[config.mk]
export PLATFORM = sky130hd
export DESIGN_NAME = soc_rst_seq
export DESIGN_NICKNAME = d
export VERILOG_FILES = /design/src/rtl/soc_rst_seq_pkg.sv /design/src/rtl/sync_2ff.sv /design/src/rtl/soc_rst_seq.sv
export SDC_FILE = /design/constraint.sdc
export NUM_CORES = 1
export LEC_CHECK = 0
export CAP_MARGIN = 20
export CORE_ASPECT_RATIO = 2
export CORE_MARGIN = 2
export CORE_UTILIZATION = 39
export DETAILED_ROUTE_END_ITERATION = 10
export PLACE_DENSITY = 0.57
export SYNTH_ARGS = -nofsm -noshare
export SYNTH_HDL_FRONTEND = slang
export SYNTH_HIERARCHICAL = 1
export SYNTH_SLANG_ARGS = --single-unit
[constraint.sdc]
create_clock -name i_clk -period 1.7 [get_ports i_clk]
set_clock_uncertainty 0.05 [all_clocks]
set_input_delay 0.17 -clock i_clk [delete_from_list [all_inputs] [get_ports i_clk]]
set_output_delay 0.17 -clock i_clk [all_outputs]
set_load 0.005 [all_outputs]
[src/rtl/soc_rst_seq_pkg.sv]
// -----------------------------------------------------------------------------
// soc_rst_seq_pkg
// Shared definitions for the SoC reset sequencer:
//   - 3-bit state encodings exported on o_state
//   - state_e enum built from those encodings
//   - cnt_width(): counter width able to hold 0..max without wrapping
// -----------------------------------------------------------------------------
package soc_rst_seq_pkg;

  localparam logic [2:0] ST_ENC_PLL_RST   = 3'd0;
  localparam logic [2:0] ST_ENC_WAIT_LOCK = 3'd1;
  localparam logic [2:0] ST_ENC_HOLD      = 3'd2;
  localparam logic [2:0] ST_ENC_RUN       = 3'd3;
  localparam logic [2:0] ST_ENC_FAULT     = 3'd4;

  typedef enum logic [2:0] {
    ST_PLL_RST   = ST_ENC_PLL_RST,
    ST_WAIT_LOCK = ST_ENC_WAIT_LOCK,
    ST_HOLD      = ST_ENC_HOLD,
    ST_RUN       = ST_ENC_RUN,
    ST_FAULT     = ST_ENC_FAULT
  } state_e;

  // Width of a counter spanning 0..max_val; never narrower than one bit.
  function automatic int unsigned cnt_width(input int unsigned max_val);
    int unsigned w;
    if (max_val == 32'd0) begin
      w = 32'd1;
    end else begin
      w = $clog2(max_val + 32'd1);
    end
    return w;
  endfunction

endpackage

[src/rtl/sync_2ff.sv]
// -----------------------------------------------------------------------------
// sync_2ff
// Two-flop synchroniser for a single asynchronous level.
// Ports:
//   i_clk   - destination clock
//   i_rst_n - asynchronous active-low reset, both flops clear to 0
//   i_d     - asynchronous input level
//   o_q     - synchronised level, two i_clk edges of latency
// -----------------------------------------------------------------------------
module sync_2ff (
  input  logic i_clk,
  input  logic i_rst_n,
  input  logic i_d,
  output logic o_q
);

  logic r_meta;
  logic r_sync;

  // Two-stage capture of the asynchronous input.
  always_ff @(posedge i_clk or negedge i_rst_n) begin
    if (!i_rst_n) begin
      r_meta <= 1'b0;
      r_sync <= 1'b0;
    end else begin
      r_meta <= i_d;
      r_sync <= r_meta;
    end
  end

  assign o_q = r_sync;

endmodule

[src/rtl/soc_rst_seq.sv]
// -----------------------------------------------------------------------------
// soc_rst_seq
// Power-on reset sequencer between the board button debouncer and the
// PLL / SoC core. Pulses the PLL reset, waits for lock, requires a stable
// lock for HOLD_CYCLES before releasing the SoC reset, and drops back into
// the PLL reset phase whenever lock is lost.
//
// Parameters:
//   PLL_RST_CYCLES - cycles o_pll_rst is held per attempt (1..65535)
//   LOCK_TIMEOUT   - cycles allowed in WAIT_LOCK per attempt (1..2^20-1)
//   HOLD_CYCLES    - consecutive synchronised-lock cycles before release,
//                    counted from the WAIT_LOCK cycle that first sees lock
//                    (1..65535)
//   RETRY_MAX      - failed attempts tolerated before FAULT (0..15)
// Ports:
//   i_clk       - 50 MHz reference clock
//   i_rst_n     - asynchronous active-low reset (debounced button)
//   i_pll_lock  - PLL lock, asynchronous to i_clk
//   o_pll_rst   - active-high PLL reset (registered)
//   o_soc_rst_n - active-low SoC reset (registered, high only in RUN)
//   o_fault     - high in FAULT (registered)
//   o_state     - current state encoding (see soc_rst_seq_pkg)
// Build option:
//   SOC_RST_SEQ_RETRY_EN - when defined, failed lock attempts are retried up
//   to RETRY_MAX times; when undefined any failed attempt goes to FAULT.
// -----------------------------------------------------------------------------
module soc_rst_seq
  import soc_rst_seq_pkg::*;
#(
  parameter int unsigned PLL_RST_CYCLES = 16,
  parameter int unsigned LOCK_TIMEOUT   = 50000,
  parameter int unsigned HOLD_CYCLES    = 1024,
  parameter int unsigned RETRY_MAX      = 3
) (
  input  logic       i_clk,
  input  logic       i_rst_n,
  input  logic       i_pll_lock,
  output logic       o_pll_rst,
  output logic       o_soc_rst_n,
  output logic       o_fault,
  output logic [2:0] o_state
);

  localparam int unsigned RST_W  = cnt_width(PLL_RST_CYCLES);
  localparam int unsigned TMR_W  = cnt_width(LOCK_TIMEOUT);
  localparam int unsigned HOLD_W = cnt_width(HOLD_CYCLES);

  localparam logic [RST_W-1:0] RST_LAST = RST_W'(PLL_RST_CYCLES - 32'd1);
  localparam logic [TMR_W-1:0] TMR_LAST = TMR_W'(LOCK_TIMEOUT - 32'd1);
  // The WAIT_LOCK cycle that sees lock already counts as one lock cycle,
  // so HOLD needs HOLD_CYCLES-1 more (at least one HOLD cycle is spent).
  localparam logic [HOLD_W-1:0] HOLD_LAST =
    HOLD_W'((HOLD_CYCLES >= 32'd2) ? (HOLD_CYCLES - 32'd2) : 32'd0);

  state_e              r_state;
  state_e              w_state_nxt;
  logic                w_lock_s;
  logic [RST_W-1:0]    r_rst_cnt;
  logic [TMR_W-1:0]    r_lock_tmr;
  logic [HOLD_W-1:0]   r_hold_cnt;
  logic                r_pll_rst;
  logic                r_soc_rst_n;
  logic                r_fault;

`ifdef SOC_RST_SEQ_RETRY_EN
  localparam int unsigned RETRY_W = cnt_width(RETRY_MAX);
  localparam logic [RETRY_W-1:0] RETRY_LIM = RETRY_W'(RETRY_MAX);
  logic [RETRY_W-1:0]  r_retry;
  logic                w_retry_inc;
  logic                w_retry_clr;
`else
  // RETRY_MAX has no effect in this build.
  logic                w_unused_retry_max;
  assign w_unused_retry_max = (RETRY_MAX > 32'd15);
`endif

  sync_2ff u_lock_sync (
    .i_clk   (i_clk),
    .i_rst_n (i_rst_n),
    .i_d     (i_pll_lock),
    .o_q     (w_lock_s)
  );

  // State register.
  always_ff @(posedge i_clk or negedge i_rst_n) begin
    if (!i_rst_n) begin
      r_state <= ST_PLL_RST;
    end else begin
      r_state <= w_state_nxt;
    end
  end

  // Next-state decision; lock wins over a coincident timeout.
  always_comb begin
    w_state_nxt = r_state;
`ifdef SOC_RST_SEQ_RETRY_EN
    w_retry_inc = 1'b0;
    w_retry_clr = 1'b0;
`endif
    case (r_state)
      ST_PLL_RST: begin
        if (r_rst_cnt == RST_LAST) begin
          w_state_nxt = ST_WAIT_LOCK;
        end else begin
          w_state_nxt = ST_PLL_RST;
        end
      end
      ST_WAIT_LOCK: begin
        if (w_lock_s) begin
          w_state_nxt = ST_HOLD;
        end else if (r_lock_tmr == TMR_LAST) begin
`ifdef SOC_RST_SEQ_RETRY_EN
          if (r_retry < RETRY_LIM) begin
            w_state_nxt = ST_PLL_RST;
            w_retry_inc = 1'b1;
          end else begin
            w_state_nxt = ST_FAULT;
          end
`else
          w_state_nxt = ST_FAULT;
`endif
        end else begin
          w_state_nxt = ST_WAIT_LOCK;
        end
      end
      ST_HOLD: begin
        if (!w_lock_s) begin
          w_state_nxt = ST_PLL_RST;
        end else if (r_hold_cnt == HOLD_LAST) begin
          w_state_nxt = ST_RUN;
        end else begin
          w_state_nxt = ST_HOLD;
        end
      end
      ST_RUN: begin
        if (!w_lock_s) begin
          w_state_nxt = ST_PLL_RST;
`ifdef SOC_RST_SEQ_RETRY_EN
          w_retry_clr = 1'b1;
`endif
        end else begin
          w_state_nxt = ST_RUN;
        end
      end
      ST_FAULT: begin
        w_state_nxt = ST_FAULT;
      end
      default: begin
        w_state_nxt = ST_PLL_RST;
      end
    endcase
  end

  // Per-phase counters: advance while the phase continues, clear otherwise,
  // so each starts at zero on entry and saturates instead of wrapping.
  always_ff @(posedge i_clk or negedge i_rst_n) begin
    if (!i_rst_n) begin
      r_rst_cnt  <= {RST_W{1'b0}};
      r_lock_tmr <= {TMR_W{1'b0}};
      r_hold_cnt <= {HOLD_W{1'b0}};
    end else begin
      if ((r_state == ST_PLL_RST) && (w_state_nxt == ST_PLL_RST)) begin
        if (r_rst_cnt != RST_LAST) begin
          r_rst_cnt <= r_rst_cnt + RST_W'(1);
        end
      end else begin
        r_rst_cnt <= {RST_W{1'b0}};
      end
      if ((r_state == ST_WAIT_LOCK) && (w_state_nxt == ST_WAIT_LOCK)) begin
        if (r_lock_tmr != TMR_LAST) begin
          r_lock_tmr <= r_lock_tmr + TMR_W'(1);
        end
      end else begin
        r_lock_tmr <= {TMR_W{1'b0}};
      end
      if ((r_state == ST_HOLD) && (w_state_nxt == ST_HOLD)) begin
        if (r_hold_cnt != HOLD_LAST) begin
          r_hold_cnt <= r_hold_cnt + HOLD_W'(1);
        end
      end else begin
        r_hold_cnt <= {HOLD_W{1'b0}};
      end
    end
  end

`ifdef SOC_RST_SEQ_RETRY_EN
  // Failed-attempt count; a lock loss from RUN starts a fresh budget.
  always_ff @(posedge i_clk or negedge i_rst_n) begin
    if (!i_rst_n) begin
      r_retry <= {RETRY_W{1'b0}};
    end else if (w_retry_clr) begin
      r_retry <= {RETRY_W{1'b0}};
    end else if (w_retry_inc && (r_retry != RETRY_LIM)) begin
      r_retry <= r_retry + RETRY_W'(1);
    end
  end
`endif

  // Outputs are registered from the next state so they change on the same
  // edge as the state register and cannot glitch.
  always_ff @(posedge i_clk or negedge i_rst_n) begin
    if (!i_rst_n) begin
      r_pll_rst   <= 1'b1;
      r_soc_rst_n <= 1'b0;
      r_fault     <= 1'b0;
    end else begin
      r_pll_rst   <= (w_state_nxt == ST_PLL_RST) || (w_state_nxt == ST_FAULT);
      r_soc_rst_n <= (w_state_nxt == ST_RUN);
      r_fault     <= (w_state_nxt == ST_FAULT);
    end
  end

  assign o_pll_rst   = r_pll_rst;
  assign o_soc_rst_n = r_soc_rst_n;
  assign o_fault     = r_fault;
  assign o_state     = r_state;

endmodule
==> metrics, run 1 <==
CTS Buf Count=5; GRT Overall Usage=between 10% and 20%; Clock Sinks=40; 1st-pass router iterations=4; unique cell type count in the Yosys netlist=36; M2 GR Usage=between 20% and 30%; most common cell after layout, fill and taps aside=dfrtp_1; Chip Height=about 100 um; Post-Syn Area=between 1500 and 2000 um2; switch share=about a quarter; fin nets=about 210; GPL Wtd Cong=about 0.76; Root Buffer=clkbuf_8; Compound-Gate Fraction of Synth Area=under 10%; most frequent cells in the layout=39 x dfrtp_1, 33 x nor2_1, 14 x buf_4; layout filler cell count=436; LEAKAGE=0.927 nW; antenna viol nets, final=0; DR WL/cell=around 15 um; vias in the first global route=around 1.4k; multi-input logic area=approximately 840 um2; WP data required=between 1.5 and 2 ns; FF/Latch Area=1000 um2; dpl ws=-0.0700 ns; sequential element share of the synthesized area=54.5%; synthesized net count=approximately 180; I/O Buffers=8; register bit total from synthesis=40; Post-Syn Instances=roughly 180; post-synthesis mux area share=less than 1%; Seq pwr share=between 40% and 50%; DRC=0; Post-Synth Simple-Gate Area=between 20% and 30%; Yosys warning count=6; endpoint class of the critical path=flop; clk slew on worst S/H paths=0.08 ns; placed cell area=a little over 2000 um2; Antenna Diode Count=0; drt total wl=between 3000 and 4000 um; final period utilization=95.2%; predominant post-synthesis flop cell=dfrtp_1; XOR/XNOR Fraction of Synth Area=10.0%; Final setup viols=0; post-route cell area=about 2300 um2; area of the core=4550 um2; DIE WIDTH=52.6 um; share of cells above drive strength 1=16.6%; critical path type=reg2reg; die area=5310 um2; Layout area overhead=23.3%; EDFF count, synth=0; global-route wire length before repair=around 6600 um; Clock Path Buffers=2; CP Max Fanout=4; CTS tree=done; final worst setup slack=between 0.08 and 0.09 ns; M1 GR Usage=18.1%; P_int=about 0.0017 W; 1st-iter DRT viols=32; largest net degree at the start of global routing=41; fin. max-slew vios=0; # H-tree levels=2; CP Launch Type=flop; Switch Pwr=~0.00058 W; Util after Layout=between 40% and 50%; FP Rows=35; min-delay worst type=in2reg; Overflow after GRT=0; pwr dens=a little over 1000 nW/um2; Crit path arrival time=about 1.7 ns; asr flop ratio synth=100%; syn_area_per_cell=10.5 um2; Slew HR=66.0%; crit path time final=1.62 ns; M3 GR Usage=3.12%; clock power share=between 30% and 40%; max frequency=around 0.62 GHz; logic gate share of total power=between 15 and 20%; final hold violations=0; combinational family with the most area after synthesis=simple AND/OR/NAND/NOR gates; Adder-Cell Fraction of Synth Area=roughly 3.4%; antenna violations before repair=0; Most Used Layer, Global Route=met2; Final HPWL DP=~2700 um; Worst Max-Slew Pin Slew=roughly 0.5 ns; max cap viols=0; worst vdd ir=835 uV; IO Pins=9; DR vias/cell=approximately 5.3; RSZ-0062 raised after global routing=true; Initial Util=40.4%; via count=~1.4k; status=completed; clock latency at the later pin of the worst-skew pair=just under 0.3 ns
[power by group through the flow]
stage	sequential, W	clock, W	combinational [W]
6_report	0.00110	0.000818	0.000372
3_3_place_gp	0.00111	0	0.000359
4_1_cts	0.00110	0.000852	0.000378
3_5_place_dp	0.00112	0	0.000374
5_1_grt	0.00112	0.000891	0.000432
2_1_floorplan	0.00112	0	0.000208
[final timing paths]
| path | from | end | slack, ns | cells after the start |
|---|---|---|---|---|
| worst min-delay path | i_pll_lock | u_lock_sync/r_meta$_DFF_PN0_ | 0.28 | 1 |
| worst max-delay path | r_hold_cnt[0]$_DFFE_PN0P_ | r_hold_cnt[5]$_DFFE_PN0P_ | 0.08 | 7 |
| worst min register to register | u_lock_sync/r_meta$_DFF_PN0_ | u_lock_sync/o_q$_DFF_PN0_ | 0.30 | 0 |
| min in group asynchronous | i_rst_n | o_state[2]$_DFF_PN0_ | 0.41 | 3 |
| worst max register to register | r_hold_cnt[0]$_DFFE_PN0P_ | r_hold_cnt[5]$_DFFE_PN0P_ | 0.08 | 7 |
| max in group asynchronous | i_rst_n | o_pll_rst$_DFF_PN1_ | 0.82 | 3 |
[final cells by class]
class | instances | area share [%]
Clock buffer | 6 | 3.64
Clock inverter | 2 | 1.71
Inverter | 6 | 0.993
Multi-Input combinational cell | 127 | 37.1
Sequential cell | 40 | 44.2
Tap cell | 55 | 3.04
Timing Repair Buffer | 24 | 9.27
[Yosys cell counts, drive strengths merged, types with 2 or more instances]
library cell,instances,area share (%)
nor3,5,1.4
and4,3,1.4
ha,5,3.4
nand4,8,2.7
inv,6,1.2
nor4,3,1.0
nor4bb,2,1.1
nand2,9,1.8
buf,2,0.88
or3,2,0.68
xnor2,11,5.2
o31ai,2,0.82
a21oi,3,0.82
dfrtp,39,53
and3,3,1.1
and2,2,0.68
xor2,10,4.8
nor2,34,6.9
o21ai,4,1.1
o211ai,2,0.82
nand3,7,1.9
[cells by family after synthesis]
group	Yosys count
XOR/XNOR	21
adder cells (fa/ha/maj)	5
multiplexers	1
flip-flops	40
buffers and inverters	8
AO/OA/AOI/OAI	15
AND/OR/NAND/NOR	85
[per-layer routing]
layer | routed length, um | vias to the layer above | part of all wire, %
li1 | - | 668 | -
met1 | 1430 | 680 | 37
met2 | 2240 | 15 | 58
met3 | 70 | 6 | 1.8
met4 | 110 | 0 | 2.9
met5 | 0 | - | 0
[state kept, by name, summed over array words and instances, names as in the netlist]
register,cells
r_hold_cnt,11
o_state,3
o_soc_rst_n,1
r_rst_cnt,5
o_pll_rst,1
u_lock_sync/r_meta,1
o_fault,1
u_lock_sync/o_q,1
r_lock_tmr,16
[repair_timing]
action | CTS | global route
cloned | 0 | 0
endpoints found under the hold margin | 39 | 0
setup buffers | 0 | 2
hold buffers | 1 | 0
pin swaps | 0 | 2
setup endpoints to repair | 12 | 26
gates resized for setup | 2 | 6
[worst max-delay path, stage by stage, from the launching register on]
cell,delay (ns)
dfrtp_1,0.38
inv_1,0.05
ha_1,0.17
nand4b_1,0.18
buf_4,0.21
o211ai_1,0.21
xor2_1,0.19
nor2_1,0.06
[through the flow]
stage               setup TNS (ns)  hold slack [ns]  instances  power (W)
finish                           0            0.283        260    0.00229
global route               -0.0769            0.258        260    0.00244
CTS                              0            0.257        258    0.00233
detailed placement          -0.634            0.208        249    0.00149
global placement                 0            0.202        249    0.00147
floorplan                        0           -0.176        175    0.00133
(Power assumes the default switching activity.)
==> inputs of run 2 (changes only) <==
Settings changed: TNS_END_PERCENT set to 5.
==> run 2 against run 1 <==
Against the previous run: via count down 0.73%; die area unchanged; largest cell class unchanged; clock-buffer cell count unchanged; maximum frequency decreased by 0.19%; largest power group unchanged; critical path type unchanged.
==> metrics, run 2 (same netlist as run 1, synthesis figures left out) <==
most frequent cells in the layout=39 x dfrtp_1, 32 x nor2_1, 13 x buf_4 (was 39 x dfrtp_1, 33 x nor2_1, 14 x buf_4); IO Pins=9 (unchanged); Util after Layout=49.7% (was 49.8%); Initial Util=40.4% (unchanged); CTS tree=done (unchanged); Slew HR=65.9% (was 66.0%); pwr dens=1010 nW/um2 (about the same); Antenna Diode Count=0 (unchanged); DRC=0 (unchanged); Final setup viols=0 (unchanged); status=completed (unchanged); Slowest-stage cell, CP=or4b_4 (was dfrtp_1); final hold violations=0 (unchanged); Root Buffer=clkbuf_8 (unchanged); crit path time final=1.62 ns (about the same); RSZ-0062 raised after global routing=true (unchanged); min-delay worst type=in2reg (unchanged); via count=1359 (was 1369); CP max stage delay=0.57 ns (was 0.38 ns); share of cells above drive strength 1=16.7% (was 16.6%); endpoint class of the critical path=flop (unchanged); max frequency=0.617 GHz (was 0.618 GHz); CP Launch Type=flop (unchanged); CP Cell Sequence=or4b_4, a41o_4, buf_12, a21oi_1 (was inv_1, ha_1, nand4b_1, buf_4, o211ai_1, xor2_1, nor2_1); Largest regs=r_lock_tmr: 16 flops, r_hold_cnt: 11 flops, r_rst_cnt: 5 flops (unchanged); total power=0.00228 W (was 0.00229 W); Crit path arrival time=1.79 ns (was 1.74 ns); antenna viol nets, final=0 (unchanged); Final HPWL DP=2750 um (unchanged); WP data required=1.87 ns (was 1.82 ns); Most flops, register=r_lock_tmr (unchanged); final period utilization=95.4% (was 95.2%); DR vias/cell=5.25 (was 5.27); die area=5310 um2 (unchanged); vias in the first global route=1430 (unchanged); max reg flops=16 (unchanged); GPL Wtd Cong=0.762 (unchanged); FP Rows=35 (unchanged); max cap viols=0 (unchanged); Worst Path Buf+Inv=1 (was 2); clk slew on worst S/H paths=0.08 ns (about the same); drt total wl=3890 um (was 3850 um); CP Max Fanout=11 (was 4); 1st-iter DRT viols=28 (was 32); CTS Buf Count=5 (unchanged); critical path type=reg2reg (unchanged); fin. max-slew vios=0 (unchanged); GRT Overall Usage=16.6% (unchanged); DIE WIDTH=52.6 um (unchanged); Worst Max-Slew Pin Slew=0.511 ns (was 0.510 ns); area of the core=4550 um2 (unchanged); fin nets=211 (was 212); Inst Count DP=249 (unchanged); # H-tree levels=2 (unchanged); final worst setup slack=0.0788 ns (was 0.0819 ns); largest net degree at the start of global routing=41 (unchanged); CP top delay family=simple AND/OR/NAND/NOR gates (was flip-flops); Overflow after GRT=0 (unchanged); setup TNS=0 ns (unchanged); I/O Buffers=8 (unchanged); Chip Height=101 um (unchanged); Clock Sinks=40 (unchanged); global-route wire length before repair=6560 um (unchanged); antenna violations before repair=0 (unchanged); dpl ws=-0.0700 ns (unchanged); Layout area overhead=23.0% (was 23.3%); LEAKAGE=0.923 nW (was 0.927 nW); DR WL/cell=15.0 um (was 14.8 um); Clock Path Buffers=2 (unchanged); worst vdd ir=836 uV (was 835 uV); clock latency at the later pin of the worst-skew pair=0.29 ns (about the same); 1st-pass router iterations=4 (unchanged); Layout Cells excl Fill=259 (was 260); most common cell after layout, fill and taps aside=dfrtp_1 (unchanged)
==> run 2: cell types whose count changed in the layout (fill, tap and decap cells not counted), sizes merged <==
cell,before,now
buf,16,15
==> run 2: worst paths after layout <==
kind	start	end	slack [ns]	cells after the start
worst min register to register	u_lock_sync/r_meta$_DFF_PN0_	u_lock_sync/o_q$_DFF_PN0_	0.30	0
max in group asynchronous	i_rst_n	o_pll_rst$_DFF_PN1_	0.82	3
min in group asynchronous	i_rst_n	r_hold_cnt[3]$_DFFE_PN0P_	0.42	3
worst max-delay path	o_state[2]$_DFF_PN0_	r_lock_tmr[8]$_DFFE_PN0P_	0.08	4
worst min-delay path	i_pll_lock	u_lock_sync/r_meta$_DFF_PN0_	0.28	1
worst max register to register	o_state[2]$_DFF_PN0_	r_lock_tmr[8]$_DFFE_PN0P_	0.08	4
==> run 2: per-layer routing <==
metal,up-vias,GRT usage [%],routed length [um]
met1,676,18.1,1450
li1,668,-,-
met2,9,29.5,2270
met5,-,0,0
met4,0,8.48,110
met3,6,3.12,53
==> run 2: report_power, final <==
part / switching [W] / internal, W / leakage, nW
sequential: 0.0000528 / 0.00105 / 0.543
clock: 0.000334 / 0.000480 / 0.0614
combinational: 0.000192 / 0.000176 / 0.319
total: 0.000579 / 0.00170 / 0.923
==> run 2: timing repair <==
action | CTS | global route
hold endpoints to repair | 39 | 0
endpoints found under the setup margin | 12 | 26
resized for setup | 2 | 7
pin swaps | 0 | 2
setup buffers | 0 | 1
hold buffers | 1 | 0
==> run 2: cell type report <==
cell class	instances	area (um2)
Clock buffer	6	82.6
Fill cell	439	2290
Inverter	6	22.5
Multi-Input combinational cell	127	845
Timing Repair Buffer	23	203
Tap cell	55	68.8
Sequential cell	40	1000
Clock inverter	2	38.8
==> run 2: per-stage QoR <==
| stage | cell area, um2 | hold WS (ns) |
|---|---|---|
| 6_report | 2260 | 0.283 |
| 5_1_grt | 2260 | 0.258 |
| 4_1_cts | 2220 | 0.257 |
| 3_5_place_dp | 2080 | 0.208 |
| 3_3_place_gp | 2080 | 0.202 |
| 2_1_floorplan | 1840 | -0.176 |
==> inputs of run 3 (changes only) <==
Settings changed: MAX_ROUTING_LAYER set to met4, RECOVER_POWER set to 50.
==> run 3 against run 2 <==
Against the previous run: cell count unchanged; first-iteration DRC count grew 3.6%; wire length down 0.36%; die area stayed put; clock-buffer cell count unchanged; flip-flop and latch count unchanged; non-clock buffer count unchanged; setup slack worse by 0.0040 ns.
==> metrics, run 3 (same netlist as run 1, synthesis figures left out) <==
status=completed (unchanged); DRC=0 (unchanged); global-route wire length before repair=6550 um (was 6560 um); CTS Buf Count=5 (unchanged); crit path time final=1.63 ns (was 1.62 ns); via count=1353 (was 1359); RSZ-0062 raised after global routing=true (unchanged); DR vias/cell=5.22 (was 5.25); die area=5310 um2 (unchanged); pwr dens=1010 nW/um2 (about the same); share of cells above drive strength 1=16.2% (was 16.7%); I/O Buffers=8 (unchanged); critical path type=reg2reg (unchanged); clock latency at the later pin of the worst-skew pair=0.29 ns (about the same); hold_sp=u_lock_sync/r_meta$_DFF_PN0_ (was i_pll_lock); Slowest-stage cell, CP=dfrtp_1 (was or4b_4); clk slew on worst S/H paths=0.08 ns (about the same); Most flops, register=r_lock_tmr (unchanged); total power=0.00229 W (was 0.00228 W); most common cell after layout, fill and taps aside=dfrtp_1 (unchanged); endpoint class of the critical path=flop (unchanged); CP Launch Type=flop (unchanged); Chip Height=101 um (unchanged); antenna violations before repair=0 (unchanged); Overflow after GRT=0 (unchanged); WP data required=1.83 ns (was 1.87 ns); 1st-pass router iterations=4 (unchanged); LEAKAGE=0.918 nW (was 0.923 nW); Worst Max-Slew Pin Slew=0.991 ns (was 0.511 ns); IO Pins=9 (unchanged); Antenna Diode Count=0 (unchanged); Worst Path Buf+Inv=0 (was 1); DIE WIDTH=52.6 um (unchanged); CTS tree=done (unchanged); max cap viols=0 (unchanged); most frequent cells in the layout=39 x dfrtp_1, 32 x nor2_1, 11 x xnor2_1, 11 x buf_4, 10 x xor2_1 (was 39 x dfrtp_1, 32 x nor2_1, 13 x buf_4); area of the core=4550 um2 (unchanged); Root Buffer=clkbuf_8 (unchanged); CP top delay family=simple AND/OR/NAND/NOR gates (unchanged); Clock Sinks=40 (unchanged); Critical path origin=r_lock_tmr[12]$_DFFE_PN0P_ (was o_state[2]$_DFF_PN0_); Crit path arrival time=1.75 ns (was 1.79 ns); fin nets=211 (unchanged); antenna viol nets, final=0 (unchanged); fin. max-slew vios=0 (unchanged); # H-tree levels=2 (unchanged); Largest regs=r_lock_tmr: 16 flops, r_hold_cnt: 11 flops, r_rst_cnt: 5 flops (unchanged); Layout area overhead=22.7% (was 23.0%); drt total wl=3870 um (was 3890 um); final hold violations=0 (unchanged); worst vdd ir=836 uV (about the same); Initial Util=40.4% (unchanged); Clock Path Buffers=2 (unchanged); largest net degree at the start of global routing=41 (unchanged); CP Max Fanout=6 (was 11); GPL Wtd Cong=0.772 (was 0.762); FP Rows=35 (unchanged); 1st-iter DRT viols=29 (was 28); vias in the first global route=1436 (was 1430); Final setup viols=0 (unchanged); reg2reg setup slack=0.07 ns (was 0.08 ns); worst reg2reg path startpoint=r_lock_tmr[12]$_DFFE_PN0P_ (was o_state[2]$_DFF_PN0_); DR WL/cell=14.9 um (was 15.0 um); max frequency=0.615 GHz (was 0.617 GHz); min-delay worst type=reg2reg (was in2reg); dpl ws=-0.0700 ns (unchanged); CP max stage delay=0.45 ns (was 0.57 ns); final worst setup slack=0.0748 ns (was 0.0788 ns); CP Cell Sequence=nor4bb_2, a41o_4, nand2_1, o21bai_1 (was or4b_4, a41o_4, buf_12, a21oi_1); final period utilization=95.6% (was 95.4%); GRT Overall Usage=17.2% (was 16.6%); Slew HR=34.0% (was 65.9%); Final HPWL DP=2750 um (unchanged); max reg flops=16 (unchanged); layout filler cell count=440 (was 439)
-- run 3: changes by cell type in the layout (fill, tap and decap cells not counted) --
cell / change
buf_4: -2
clkbuf_1: +1
clkbuf_2: +1
clkdlybuf4s50_1: -1
dlygate4sd3_1: +1
-- run 3: power breakdown --
group | internal (W) | total [W] | switching, W
Sequential | 0.00105 | 0.00110 | 0.0000534
Combinational | 0.000175 | 0.000367 | 0.000192
Clock | 0.000480 | 0.000818 | 0.000337
-- run 3: through the flow --
step           util [%]  cell area, um2  hold WS [ns]  TNS (ns)  cells
3_3_place_gp       45.6            2080         0.202         0    249
3_5_place_dp       45.6            2080         0.208    -0.634    249
6_report           49.5            2260         0.303         0    259
5_1_grt            49.5            2260         0.319   -0.0851    259
4_1_cts            48.7            2220         0.257         0    258
2_1_floorplan         -            1840        -0.176         0    175
-- run 3: repair_timing --
action	4_1_cts	5_1_grt
setup endpoints to repair	12	26
pin swaps	0	2
resized for setup	2	7
hold endpoints to repair	39	0
hold buffers	1	0
setup buffers	0	1
cloned	0	0
-- run 3: final timing paths --
check | to | cells after the start
min | u_lock_sync/o_q$_DFF_PN0_ | 0
max | o_state[0]$_DFF_PN0_ | 4
max in group asynchronous | r_rst_cnt[1]$_DFFE_PN0P_ | 3
min reg2reg | u_lock_sync/o_q$_DFF_PN0_ | 0
min in group asynchronous | o_fault$_DFF_PN0_ | 3
max reg2reg | o_state[0]$_DFF_PN0_ | 4
-- run 3: final cells by class --
cell class	count	area (um2)	share of cell area (%)
clock buffers	6	82.6	3.66
clock inverters	2	38.8	1.72
inverters	6	22.5	0.998
multi-input cells	127	845	37.4
flip-flops and latches	40	1000	44.4
well taps	55	68.8	3.05
repair buffers	23	196	8.71
-- run 3: layer usage --
metal	wire length [um]	global-route usage (%)
met1	1430	18.2
met2	2270	29.5
met3	54	3.12
met4	110	8.48
met5	0	-
